## src/rtl/light_pkg.sv

```systemverilog
// Shared colour codes, FSM encodings and defaults for the light sequence transmitter.
package light_pkg;

  localparam int unsigned DUR_W_DEF      = 6;
  localparam int unsigned FIFO_DEPTH_DEF = 4;
  localparam int unsigned COLOR_W        = 2;
  localparam int unsigned STATE_W        = 4;

  typedef enum logic [COLOR_W-1:0] {
    COL_OFF    = 2'b00,
    COL_GREEN  = 2'b01,
    COL_YELLOW = 2'b10,
    COL_RED    = 2'b11
  } color_e;

  typedef enum logic [STATE_W-1:0] {
    ST_IDLE = 4'd0,
    ST_EMIT = 4'd1,
    ST_DONE = 4'd2
  } state_e;

  typedef struct packed {
    logic red;
    logic yellow;
    logic green;
  } lights_t;

  // One-hot light pattern for a colour; off maps to all lines low.
  function automatic lights_t color_lights(input color_e c);
    lights_t l;
    l = '0;
    case (c)
      COL_GREEN:  l.green  = 1'b1;
      COL_YELLOW: l.yellow = 1'b1;
      COL_RED:    l.red    = 1'b1;
      default:    l        = '0;
    endcase
    return l;
  endfunction

endpackage

```

## src/rtl/light_cmd_fifo.sv

```systemverilog
// Segment command FIFO: registered occupancy flags, flush wins over push and pop.
module light_cmd_fifo #(
  parameter int unsigned WIDTH = 8,
  parameter int unsigned DEPTH = 4
) (
  input  logic             clock,
  input  logic             reset,
  input  logic             push,
  input  logic             pop,
  input  logic             flush,
  input  logic [WIDTH-1:0] wdata,
  output logic [WIDTH-1:0] rdata,
  output logic             empty,
  output logic             ready,
  output logic             nonempty_next_c
);

  localparam int unsigned AW = (DEPTH > 1) ? $clog2(DEPTH) : 1;
  localparam int unsigned CW = $clog2(DEPTH + 1);

  logic [WIDTH-1:0] mem_q [DEPTH];
  logic [AW-1:0]    wr_ptr_q, wr_ptr_d;
  logic [AW-1:0]    rd_ptr_q, rd_ptr_d;
  logic [CW-1:0]    count_q, count_d;
  logic             empty_q, empty_d;
  logic             ready_q, ready_d;
  logic             do_push, do_pop;

  // Ready comes from the registered count only, so a full FIFO never accepts.
  assign do_push = push & ready_q & ~flush;
  assign do_pop  = pop & ~empty_q & ~flush;

  always_comb begin
    wr_ptr_d = wr_ptr_q;
    rd_ptr_d = rd_ptr_q;
    count_d  = count_q;
    if (flush) begin
      wr_ptr_d = '0;
      rd_ptr_d = '0;
      count_d  = '0;
    end else begin
      if (do_push) wr_ptr_d = wr_ptr_q + AW'(1);
      if (do_pop)  rd_ptr_d = rd_ptr_q + AW'(1);
      count_d = count_q + CW'(do_push) - CW'(do_pop);
    end
    empty_d = (count_d == '0);
    ready_d = (count_d != CW'(DEPTH));
  end

  always_ff @(posedge clock or posedge reset) begin
    if (reset) begin
      wr_ptr_q <= '0;
      rd_ptr_q <= '0;
      count_q  <= '0;
      empty_q  <= 1'b1;
      ready_q  <= 1'b1;
    end else begin
      wr_ptr_q <= wr_ptr_d;
      rd_ptr_q <= rd_ptr_d;
      count_q  <= count_d;
      empty_q  <= empty_d;
      ready_q  <= ready_d;
    end
  end

  always_ff @(posedge clock) begin
    if (do_push) mem_q[wr_ptr_q] <= wdata;
  end

  assign rdata           = mem_q[rd_ptr_q];
  assign empty           = empty_q;
  assign ready           = ready_q;
  assign nonempty_next_c = ~empty_d;

endmodule

```

## src/rtl/light_sequence_tx.sv

```systemverilog
// Drives one-hot green/yellow/red lines from queued {colour, duration} segments, back to back.
module light_sequence_tx
  import light_pkg::*;
#(
  parameter int unsigned FIFO_DEPTH = FIFO_DEPTH_DEF,
  parameter int unsigned DUR_W      = DUR_W_DEF
) (
  input  logic               clock,
  input  logic               reset,
  input  logic               cmd_valid,
  input  logic [1:0]         cmd_color,
  input  logic [DUR_W-1:0]   cmd_dur,
  output logic               cmd_ready,
  input  logic               abort,
  output logic               green,
  output logic               yellow,
  output logic               red,
  output logic               busy,
  output logic               seq_done,
  output logic [3:0]         current_state,
  output logic [DUR_W-1:0]   timer
);

  localparam int unsigned CMD_W = COLOR_W + DUR_W;

  state_e           state_q, state_d;
  logic [DUR_W-1:0] timer_q, timer_d;
  lights_t          lights_q, lights_d;
  logic             seq_done_q, seq_done_d;
  logic             busy_q, busy_d;

  logic             fifo_ready, fifo_empty, fifo_nonempty_next_c;
  logic [CMD_W-1:0] fifo_rdata;
  logic             push_c, pop_c;
  color_e           head_color_c;
  logic [DUR_W-1:0] head_dur_c, head_timer_c;

  // abort discards a same-cycle push; the FIFO flushes on the same edge.
  assign push_c = cmd_valid & fifo_ready & ~abort;

  light_cmd_fifo #(
    .WIDTH (CMD_W),
    .DEPTH (FIFO_DEPTH)
  ) u_fifo (
    .clock           (clock),
    .reset           (reset),
    .push            (push_c),
    .pop             (pop_c),
    .flush           (abort),
    .wdata           ({cmd_color, cmd_dur}),
    .rdata           (fifo_rdata),
    .empty           (fifo_empty),
    .ready           (fifo_ready),
    .nonempty_next_c (fifo_nonempty_next_c)
  );

  assign head_color_c = color_e'(fifo_rdata[CMD_W-1 -: COLOR_W]);
  assign head_dur_c   = fifo_rdata[DUR_W-1:0];
  // Duration 0 is shown for one cycle, same as duration 1.
  assign head_timer_c = (head_dur_c == '0) ? '0 : head_dur_c - DUR_W'(1);

  always_comb begin
    state_d    = state_q;
    timer_d    = timer_q;
    lights_d   = lights_q;
    seq_done_d = 1'b0;
    pop_c      = 1'b0;
    if (abort) begin
      state_d  = ST_IDLE;
      timer_d  = '0;
      lights_d = '0;
    end else begin
      case (state_q)
        ST_EMIT: begin
          if (timer_q != '0) begin
            timer_d = timer_q - DUR_W'(1);
          end else if (!fifo_empty) begin
            // Next segment loads on the final edge of this one: no gap cycle.
            pop_c    = 1'b1;
            timer_d  = head_timer_c;
            lights_d = color_lights(head_color_c);
          end else begin
            state_d    = ST_DONE;
            timer_d    = '0;
            lights_d   = '0;
            seq_done_d = 1'b1;
          end
        end
        ST_DONE: begin
          state_d  = ST_IDLE;
          timer_d  = '0;
          lights_d = '0;
        end
        default: begin
          // Covers IDLE and any unreachable encoding.
          state_d  = ST_IDLE;
          timer_d  = '0;
          lights_d = '0;
          if (!fifo_empty) begin
            pop_c    = 1'b1;
            state_d  = ST_EMIT;
            timer_d  = head_timer_c;
            lights_d = color_lights(head_color_c);
          end
        end
      endcase
    end
    busy_d = (state_d != ST_IDLE) | fifo_nonempty_next_c;
  end

  always_ff @(posedge clock or posedge reset) begin
    if (reset) begin
      state_q    <= ST_IDLE;
      timer_q    <= '0;
      lights_q   <= '0;
      seq_done_q <= 1'b0;
      busy_q     <= 1'b0;
    end else begin
      state_q    <= state_d;
      timer_q    <= timer_d;
      lights_q   <= lights_d;
      seq_done_q <= seq_done_d;
      busy_q     <= busy_d;
    end
  end

  assign cmd_ready     = fifo_ready;
  assign green         = lights_q.green;
  assign yellow        = lights_q.yellow;
  assign red           = lights_q.red;
  assign busy          = busy_q;
  assign seq_done      = seq_done_q;
  assign current_state = 4'(state_q);
  assign timer         = timer_q;

endmodule

```

## config.mk

```make
export PLATFORM = sky130hd
export DESIGN_NAME = light_sequence_tx
export DESIGN_NICKNAME = d
export VERILOG_FILES = /design/src/rtl/light_pkg.sv /design/src/rtl/light_cmd_fifo.sv /design/src/rtl/light_sequence_tx.sv
export SDC_FILE = /design/constraint.sdc
export NUM_CORES = 1
export LEC_CHECK = 0
export BUFFER_PORTS_ARGS = -buffer_cell sky130_fd_sc_hd__buf_2
export CAP_MARGIN = 20
export CORE_ASPECT_RATIO = 0.7
export CORE_MARGIN = 2
export CORE_UTILIZATION = 55
export DETAILED_ROUTE_END_ITERATION = 6
export GPL_ROUTABILITY_DRIVEN = 0
export PLACE_DENSITY_LB_ADDON = 0.25
export SLEW_MARGIN = 20
export SYNTH_ARGS = -nofsm -noshare
export SYNTH_HDL_FRONTEND = slang
export SYNTH_SLANG_ARGS = --single-unit
```

## constraint.sdc

```tcl
create_clock -name clock -period 9.3 [get_ports clock]
set_clock_uncertainty 0.2 [all_clocks]
set_input_delay 0.93 -clock clock [delete_from_list [all_inputs] [get_ports clock]]
set_output_delay 0.93 -clock clock [all_outputs]
set_load 0.03 [all_outputs]
```

# Word level (Yosys, flattened, before mapping)
# Memory sizes are Yosys's and may differ from the RTL's.
# Cells that the tools add are included.
# op_classes
bitwise_logic	10
addsub	6
n_eq_ne	7
muxes	32
reduce_logical	6
# ops
op	n
2-to-1 mux 6 bit	4
2-to-1 mux 1 bit	13
2-to-1 mux 3 bit	4
2-to-1 mux 4 bit	3
case mux 6 bit (2 select lines)	1
subtractor 6 x 1 -> 6 bit, second input constant	2
2-to-1 mux 2 bit	4
case mux 4 bit (2 select lines)	1
bitwise AND 1 bit	6
zero test 6 bit	1
!= test 3 bit, second input constant	2
case mux 3 bit (2 select lines)	1
nonzero test 6 bit	1
adder 2 x 1 -> 2 bit, second input constant	2
== test 2 bit, second input constant	2
== test 4 x 1 -> 1 bit, second input constant	1
== test 4 x 2 -> 1 bit, second input constant	1
nonzero test 2 bit	2
nonzero test 4 bit	1
adder 3 x 1 -> 3 bit	1
zero test 3 bit	1
inverter 1 bit	3
subtractor 3 x 1 -> 3 bit	1
== test 2 x 1 -> 1 bit, second input constant	1
other kinds (2)	2
# totals
ram_bits	32
reg_bits	24
input_bits	12
out_inout_bits	16
n_memories	1
wordCells	74
# mem_list
name	words	width	rd	rd_ports_with_merged_regs	write_ports	line_no	text
u_fifo.mem_q	4	8	1	0	1	light_cmd_fifo.sv:21	logic [WIDTH-1:0] mem_q [DEPTH];

# Longest topological paths before layout
# Gate-level depths: netlist of run 1.
# logic_depth
word_depth	11
ltp_mapped	14
depth_no_buf	14

# By module
# Synthesis of run 1 repeated with hierarchy kept, for this count alone.
# hier_totals
cells_unflattened	171
area_unflattened_um2	2486.1
# modules_own_cells
module	instances	cells_per_inst	seq_area_each_um2	area_per_inst_um2
light_cmd_fifo	1	92	1188.6	1666.6
light_sequence_tx	1	79	375.4	819.5

# Worst setup path before layout of run 1
# OpenSTA, ideal clock, no wires.
# synth_path
kind	flip-flop to flip-flop
from	register state_q[3], in the netlist current_state[3]
to	register busy_q, in the netlist busy
required_ns	8.964
t_arrival_ns	2.804
stages_incl_launch_ff	13
synth_period_minus_slack_ns	3.140
slack_ns	6.160
setup_ns	0.136
path_buffers	0
cell_sequence	dfrtp_1 or2_1 a21oi_1 a211oi_2 ha_1 inv_1 ha_1 fa_1 xnor2_1 xnor2_1 nor2_1 nor3_1 o21ai_0
# synth_between
elab_chain_len	10
word_cells_on_any_way	16
classes_between	add/sub: 1; eq/ne: 2; mux: 7; bitwise: 4; reduce/logical: 2
# synth_rtl
item	line_no	text
from (decl)	light_sequence_tx.sv:26	state_e state_q, state_d;
from (signal assigned)	light_sequence_tx.sv:119	state_q <= state_d;
== test 4 x 2 -> 1 bit / == test 4 x 1 -> 1 bit (equally long branches)	light_sequence_tx.sv:73	case (state_q)
case mux 1 bit (2 select lines) (*)	light_sequence_tx.sv:73	
2-to-1 mux 1 bit (*)	light_sequence_tx.sv:68	if (abort) begin
bitwise AND 1 bit (*) (2 in a row)	light_cmd_fifo.sv:31	assign do_pop = pop & ~empty_q & ~flush;
subtractor 3 x 1 -> 3 bit (*)	light_cmd_fifo.sv:44	count_d = count_q + CW'(do_push) - CW'(do_pop);
2-to-1 mux 3 bit (*)	light_cmd_fifo.sv:37	if (flush) begin
via u_fifo.count_d[2]	light_cmd_fifo.sv:24	logic [CW-1:0] count_q, count_d;
zero test 3 bit (*)	light_cmd_fifo.sv:46	empty_d = (count_d == '0);
inverter 1 bit (*)	light_cmd_fifo.sv:73	assign nonempty_next_c = ~empty_d;
bitwise OR 1 bit (*)	light_sequence_tx.sv:108	busy_d = (state_d != ST_IDLE) | fifo_nonempty_next_c;
via busy_d	light_sequence_tx.sv:30	logic busy_q, busy_d;
to (signal assigned)	light_sequence_tx.sv:123	busy_q <= busy_d;
to (decl)	light_sequence_tx.sv:30	
# The timed path passes the listed nets; every way through them passes the cells marked *.
# A chain may end at the register's enable or synchronous reset.

# Worst setup path in the final report of run 1
# layout_path
from	register timer_q[2], in the netlist timer[2]
to	register busy_q, in the netlist busy
# layout_between
elab_chain_len	11
word_cells_on_any_way	15
classes_between	add/sub: 1; mux: 7; bitwise: 4; reduce/logical: 3
# layout_rtl
item	line_no	text
from (decl)	light_sequence_tx.sv:27	logic [DUR_W-1:0] timer_q, timer_d;
from (signal assigned)	light_sequence_tx.sv:120	timer_q <= timer_d;
nonzero test 6 bit	light_sequence_tx.sv:75	if (timer_q != '0) begin
2-to-1 mux 1 bit	light_sequence_tx.sv:75	
case mux 1 bit (2 select lines)	light_sequence_tx.sv:73	
2-to-1 mux 1 bit	light_sequence_tx.sv:68	
bitwise AND 1 bit (2 in a row)	light_cmd_fifo.sv:31	
subtractor 3 x 1 -> 3 bit	light_cmd_fifo.sv:44	
2-to-1 mux 3 bit	light_cmd_fifo.sv:37	
via u_fifo.count_d[2]	light_cmd_fifo.sv:24	
zero test 3 bit	light_cmd_fifo.sv:46	
inverter 1 bit	light_cmd_fifo.sv:73	
bitwise OR 1 bit	light_sequence_tx.sv:108	
via busy_d	light_sequence_tx.sv:30	
# The timed path passes the listed nets, and every way through them passes these cells.

==> summary.md, run 1 <==
| Metric | Value |
|---|---|
| Status | `completed` |
| Routed len/inst | `16.3 µm` |
| H-tree levels | `2` |
| Hold_buf cts | `0` |
| CP Class | `reg -> reg` |
| Pin count of the biggest net entering global routing | `25` |
| WL met1 | `2100 µm` |
| Post-CTS Setup Inserts | `0` |
| Die X | `84.9 µm` |
| Detailed-route via count | `1490` |
| Pwr/cell area | `282 nW/µm²` |
| Area of the die | `5150 µm²` |
| Main combinational cell family by area after synthesis | `simple AND/OR/NAND/NOR gates` |
| Cell Chain, Critical Path | `nor3_1 > nand3_1 > a211oi_2 > ha_1 > inv_1 > ha_1 > fa_1 > xnor2_1 > xnor2_1 > nor2_1 > nor3_1 > o21ai_0` |
| Buf+Inv Stages, Crit Path | `1` |
| # setup viols final | `0` |
| Site Rows | `20` |
| Fraction of layout cells with a size suffix above 1 | `0.206` |
| Final nets | `236` |
| DR DRC count | `0` |
| Post-synthesis cell count | `183` |
| Highest routed layer | `met4` |
| Final hold violation count | `0` |
| Antenna fix cells | `0` |
| Synth top area cells | `edfxtp_1 (38%), dfrtp_1 (22%), mux4_1 (5.2%)` |
| Post-Synth Adder-Cell Area | `0.0576` |
| CTS Buf Count | `5` |
| Seq cells post-synth | `56` |
| Resize count post-CTS | `0` |
| Initial Util | `0.575` |
| Final worst-path cycle share | `0.356` |
| Post-synth cell types | `39` |
| Half-perimeter wire length after placement | `3240 µm` |
| Syn_area_per_cell | `13.8 µm²` |
| Drt initial violations | `82` |
| Minimum clock period | `3.31 ns` |
| CTS clk-pin slew, worst paths | `0.10 ns` |
| Fillcell total | `317` |
| Post-synth top area share | `0.381` |
| Worst slew margin relative to its limit | `0.393` |
| Post-synth EDFFs | `32` |
| Synthesized area | `2520 µm²` |
| Worst Tran Pin Value | `0.910 ns` |
| Via count of the first global-routing pass | `1451` |
| Critical path arrival | `3.30 ns` |
| Worst path slowest cell | `dfrtp_1` |
| Worst endpoint required time | `9.29 ns` |
| Tightest Hold Check Type | `reg -> reg` |
| CP Launch Type | `flip-flop` |
| Routed length on met2 | `2060 µm` |
| Num ports | `28` |
| Via density | `5.54` |
| Number of buffers added on ports | `27` |
| Ys async rst share | `0.429` |
| Mux cell area share after synthesis | `0.0824` |
| Top post-synthesis cells by count | `edfxtp_1 (32), dfrtp_1 (22), nor2_1 (18)` |
| DRT Wirelength | `4390 µm` |
| Initial antenna violation count | `0` |
| Delay-heaviest family, CP | `simple AND/OR/NAND/NOR gates` |
| Layout area overhead | `10.8%` |
| Crit-path max FO | `5` |
| Most frequent cell after synthesis | `edfxtp_1` |
| Die Ht | `60.6 µm` |
| Clk sinks | `56` |
| Yosys Warn Count | `0` |
| First-pass GRT wire length | `7190 µm` |
| Crit-path max cell delay | `0.44 ns` |
| 1st-pass router iterations | `4` |
| Slew Limit Fails | `0` |
| Peak supply drop | `151 µV` |
| CP endpoint kind | `flip-flop` |
| Post-route ant nets | `0` |
| Post-Synth Simple-Gate Area | `0.105` |
| Post-route total power | `0.787 mW` |
| Clock root buffer | `clkbuf_8` |
| Max Cap Violations | `0` |
| Fmax | `302 MHz` |
| Post-synthesis compound-gate area fraction | `0.0626` |
| TritonCTS clock tree | `yes` |
| Max clock buf depth | `2` |
| Synth Flop Type | `edfxtp_1` |
| Post-synthesis xor/xnor area fraction | `0.0417` |
| RSZ-0062 raised after global routing | `no` |
| Top cell type by total area after synthesis | `edfxtp_1` |
| Clk_lat worst skew | `0.31 ns` |
| Core Area | `4380 µm²` |
| Metal3 WL | `179 µm` |
| Leak | `1.15 nW` |
| Seq/Total Area, Yosys | `0.621` |
| Fin Setup TNS | `0 ns` |
| Gr usage total | `0.189` |
| Gr ovfl total | `0` |
==> worst paths after layout <==
kind,start,end,slack (ns),depth (start not counted)
worst max-delay path,timer[2],busy,5.99,12
worst min-delay path,green,green,0.31,2
worst max register to register,timer[2],busy,5.99,12
worst min register to register,green,green,0.31,2
max in group asynchronous,reset,u_fifo.wr_ptr_q[0],7.74,2
min in group asynchronous,reset,seq_done,0.60,2
==> cell families (layout without fill, tap and decap cells) <==
| kind of cell | after synthesis | count (layout) |
|---|---|---|
| flip-flops | 56 | 56 |
| AND/OR/NAND/NOR | 54 | 54 |
| AO/OA/AOI/OAI | 22 | 22 |
| buffers and inverters | 17 | 47 |
| XOR/XNOR | 12 | 12 |
| adder cells (fa/ha/maj) | 11 | 11 |
| multiplexers | 10 | 10 |
| other | 1 | 2 |
==> area by class of cell <==
class	instances	area, µm²	area share
inverter	12	45.0	0.0161
clock inverter	3	22.5	0.00807
timing repair buffer	27	135	0.0484
clock buffer	5	68.8	0.0247
sequential	56	1560	0.560
tap	55	68.8	0.0247
multi-input combinational	111	887	0.318
==> layout by cell type (no fill, tap or decap), types with 6 or more instances in the layout <==
cell      netlist  final
edfxtp_1       32     32
nand3_1         6      6
a21oi_1         6      6
nand2_1        10     10
ha_1           10     10
buf_2           1     27
xnor2_1         8      8
inv_1          12     12
dfrtp_1        22     22
nor2_1         18     18
==> stage by stage <==
step / area [µm²] / utilization / worst slack, ns / hold slack, ns / instances
6_report: 2790 / 0.637 / 5.99 / 0.306 / 269
5_1_grt: 2790 / 0.637 / 5.68 / 0.351 / 269
4_1_cts: 2790 / 0.637 / 5.97 / 0.317 / 269
3_5_place_dp: 2700 / 0.617 / 5.96 / 0.295 / 261
3_3_place_gp: 2700 / 0.617 / 6.10 / 0.277 / 261
2_1_floorplan: 2520 / - / 6.16 / 0.343 / 184
==> metal layers <==
metal / vias up / track usage
li1: 721 / -
met1: 730 / 0.260
met2: 35 / 0.303
met3: 4 / 0.0449
met4: 0 / 0.0680
met5: - / 0
==> worst min-delay path: cells and delay by family, from the launching register on <==
kind,cells,cell delay [ns]
DFF,1,0.36
AOI/OAI and AO/OA,1,0.06
and+or+nand+nor,1,0.05
==> flip-flops by register name, indices dropped and copies added, names as in the netlist, 2 cells and up <==
| signal | flops |
|---|---|
| u_fifo.mem_q | 32 |
| timer | 6 |
| current_state | 4 |
| u_fifo.count_q | 3 |
| u_fifo.rd_ptr_q | 2 |
| u_fifo.wr_ptr_q | 2 |
==> report_power, final <==
| part | switching [mW] | leakage, nW | internal (mW) |
|---|---|---|---|
| clock network | 0.0803 | 0.0485 | 0.0541 |
| registers | 0.0414 | 0.601 | 0.303 |
| logic | 0.183 | 0.496 | 0.125 |
| total | 0.304 | 1.15 | 0.482 |
Power figures use the tool's default switching activity.
==> inputs of run 2 (changes only) <==
--- a/config.mk
+++ b/config.mk
@@ -9,7 +9,7 @@
 export CAP_MARGIN = 20
 export CORE_ASPECT_RATIO = 0.7
 export CORE_MARGIN = 2
-export CORE_UTILIZATION = 55
+export CORE_UTILIZATION = 52
 export DETAILED_ROUTE_END_ITERATION = 6
 export GPL_ROUTABILITY_DRIVEN = 0
 export PLACE_DENSITY_LB_ADDON = 0.25
==> constraint.sdc (replaced) <==
create_clock -name clock -period 2.85 [get_ports clock]
set_clock_uncertainty 0.2 [all_clocks]
set_input_delay 0.285 -clock clock [delete_from_list [all_inputs] [get_ports clock]]
set_output_delay 0.285 -clock clock [all_outputs]
set_load 0.03 [all_outputs]
==> summary.md, run 2 (same netlist as run 1, synthesis figures left out) <==
| Metric | Value |
|---|---|
| Reg with most FFs | `u_fifo.mem_q` |
| Post-route design area | `3130 µm²` |
| Gr ovfl total | `0` |
| Max clock buf depth | `2` |
| Num ports | `28` |
| Final WS setup | `-0.00325 ns` |
| Antenna fix cells | `0` |
| Initial Util | `0.533` |
| Peak supply drop | `371 µV` |
| Max FFs per register | `32` |
| Core Area | `4730 µm²` |
| Die Ht | `62.2 µm` |
| Routed len/inst | `16.4 µm` |
| CP Class | `reg -> reg` |
| Reg2Reg Setup Slack | `-0.003 ns` |
| Final Non-Filler Cells | `297` |
| Crit-path max cell delay | `0.46 ns` |
| Fin util | `0.662` |
| Pin count of the biggest net entering global routing | `25` |
| DR DRC count | `0` |
| Critical path arrival | `2.86 ns` |
| Placement Setup Slack | `-0.0632 ns` |
| Post-route ant nets | `0` |
| Clk_lat worst skew | `0.31 ns` |
| Area of the die | `5430 µm²` |
| Commonest non-fill, non-tap cells in the layout | `edfxtp_1 (32), buf_2 (27), dfrtp_1 (19)` |
| Initial antenna violation count | `0` |
| H-tree levels | `2` |
| Worst slew margin relative to its limit | `0.395` |
| Placed Area | `2820 µm²` |
| Crit-path max FO | `3` |
| Fraction of layout cells with a size suffix above 1 | `0.325` |
| TritonCTS clock tree | `yes` |
| Pwr/cell area | `958 nW/µm²` |
| Detailed-route via count | `1606` |
| Slew Limit Fails | `0` |
| CTS clk-pin slew, worst paths | `0.10 ns` |
| Failing checks | `negative setup slack` |
| Via count of the first global-routing pass | `1603` |
| Cell Chain, Critical Path | `inv_2 > ha_4 > nor2b_4 > nand3_4 > a211oi_4 > ha_1 > inv_1 > ha_2 > fa_2 > nor2_4 > nor2_2 > nor3_2 > o21ai_1` |
| Gr usage total | `0.185` |
| Clock root buffer | `clkbuf_8` |
| CP endpoint kind | `flip-flop` |
| Post-route total power | `3.00 mW` |
| First-pass GRT wire length | `7510 µm` |
| Final hold violation count | `0` |
| Fin Setup TNS | `-0.00325 ns` |
| Site Rows | `21` |
| CTS Buf Count | `5` |
| Final worst-path cycle share | `1.00` |
| Layout area overhead | `24.2%` |
| Die X | `87.2 µm` |
| Clk sinks | `56` |
| Commonest non-fill, non-tap cell in the layout | `edfxtp_1` |
| Max Cap Violations | `0` |
| Worst Tran Pin Value | `0.907 ns` |
| Drt initial violations | `69` |
| Minimum clock period | `2.85 ns` |
| 1st-pass router iterations | `5` |
| Number of buffers added on ports | `27` |
| Fmax | `350 MHz` |
| Tightest Hold Check Type | `in -> reg` |
| Worst path slowest cell | `fa_2` |
| Worst endpoint required time | `2.86 ns` |
| Via density | `5.41` |
| # setup viols final | `1` |
| Leak | `1.30 nW` |
| Final nets | `262` |
| Status | `complete, but fails checks` |
| CP Launch Type | `flip-flop` |
| Half-perimeter wire length after placement | `3450 µm` |
| # placed instances | `272` |
| DRT Wirelength | `4870 µm` |
| RSZ-0062 raised after global routing | `yes` |
| Min Hold Slack | `0.0368 ns` |
-- run 2: layer usage --
metal,vias up,part of all wire,track usage
li1,767,-,-
met1,800,0.45,0.241
met2,31,0.51,0.304
met3,8,0.036,0.0519
met4,0,0.012,0.0558
met5,-,0,0
-- run 2: final timing paths --
path                            startpoint                  to  depth (start not counted)
worst max-delay path              timer[1]                busy                         13
worst min-delay path             cmd_valid  u_fifo.wr_ptr_q[1]                          3
worst max register to register    timer[1]                busy                         13
worst min register to register      yellow              yellow                          2
max in group asynchronous            reset            timer[0]                          3
min in group asynchronous            reset  u_fifo.wr_ptr_q[0]                          3
-- run 2: power breakdown --
part / internal, mW / total [mW] / switching (mW)
sequential: 0.992 / 1.10 / 0.109
combinational: 0.628 / 1.38 / 0.749
clock: 0.266 / 0.522 / 0.256
-- run 2: cell type report --
| type | count | area (µm²) |
|---|---|---|
| Inverter | 12 | 45.0 |
| Multi-Input combinational cell | 111 | 982 |
| Fill cell | 344 | 1600 |
| Tap cell | 57 | 71.3 |
| Clock inverter | 2 | 38.8 |
| Sequential cell | 56 | 1570 |
| Timing Repair Buffer | 53 | 353 |
| Clock buffer | 6 | 72.6 |
-- run 2: repair_timing --
item | 4_1_cts | 5_1_grt
pin swaps | 1 | 8
endpoints found under the hold margin | 43 | 8
gates resized for setup | 1 | 9
setup buffers | 0 | 8
endpoints found under the setup margin | 2 | 4
hold buffers | 7 | 2
-- run 2: worst max-delay path, delay by kind of cell, from the launching register on --
kind                     cells  cell delay (ns)
AND/OR/NAND/NOR              5             0.63
adder cells (fa/ha/maj)      4             1.02
AO/OA/AOI/OAI                2             0.35
flip-flops                   1             0.43
buffers and inverters        2             0.15
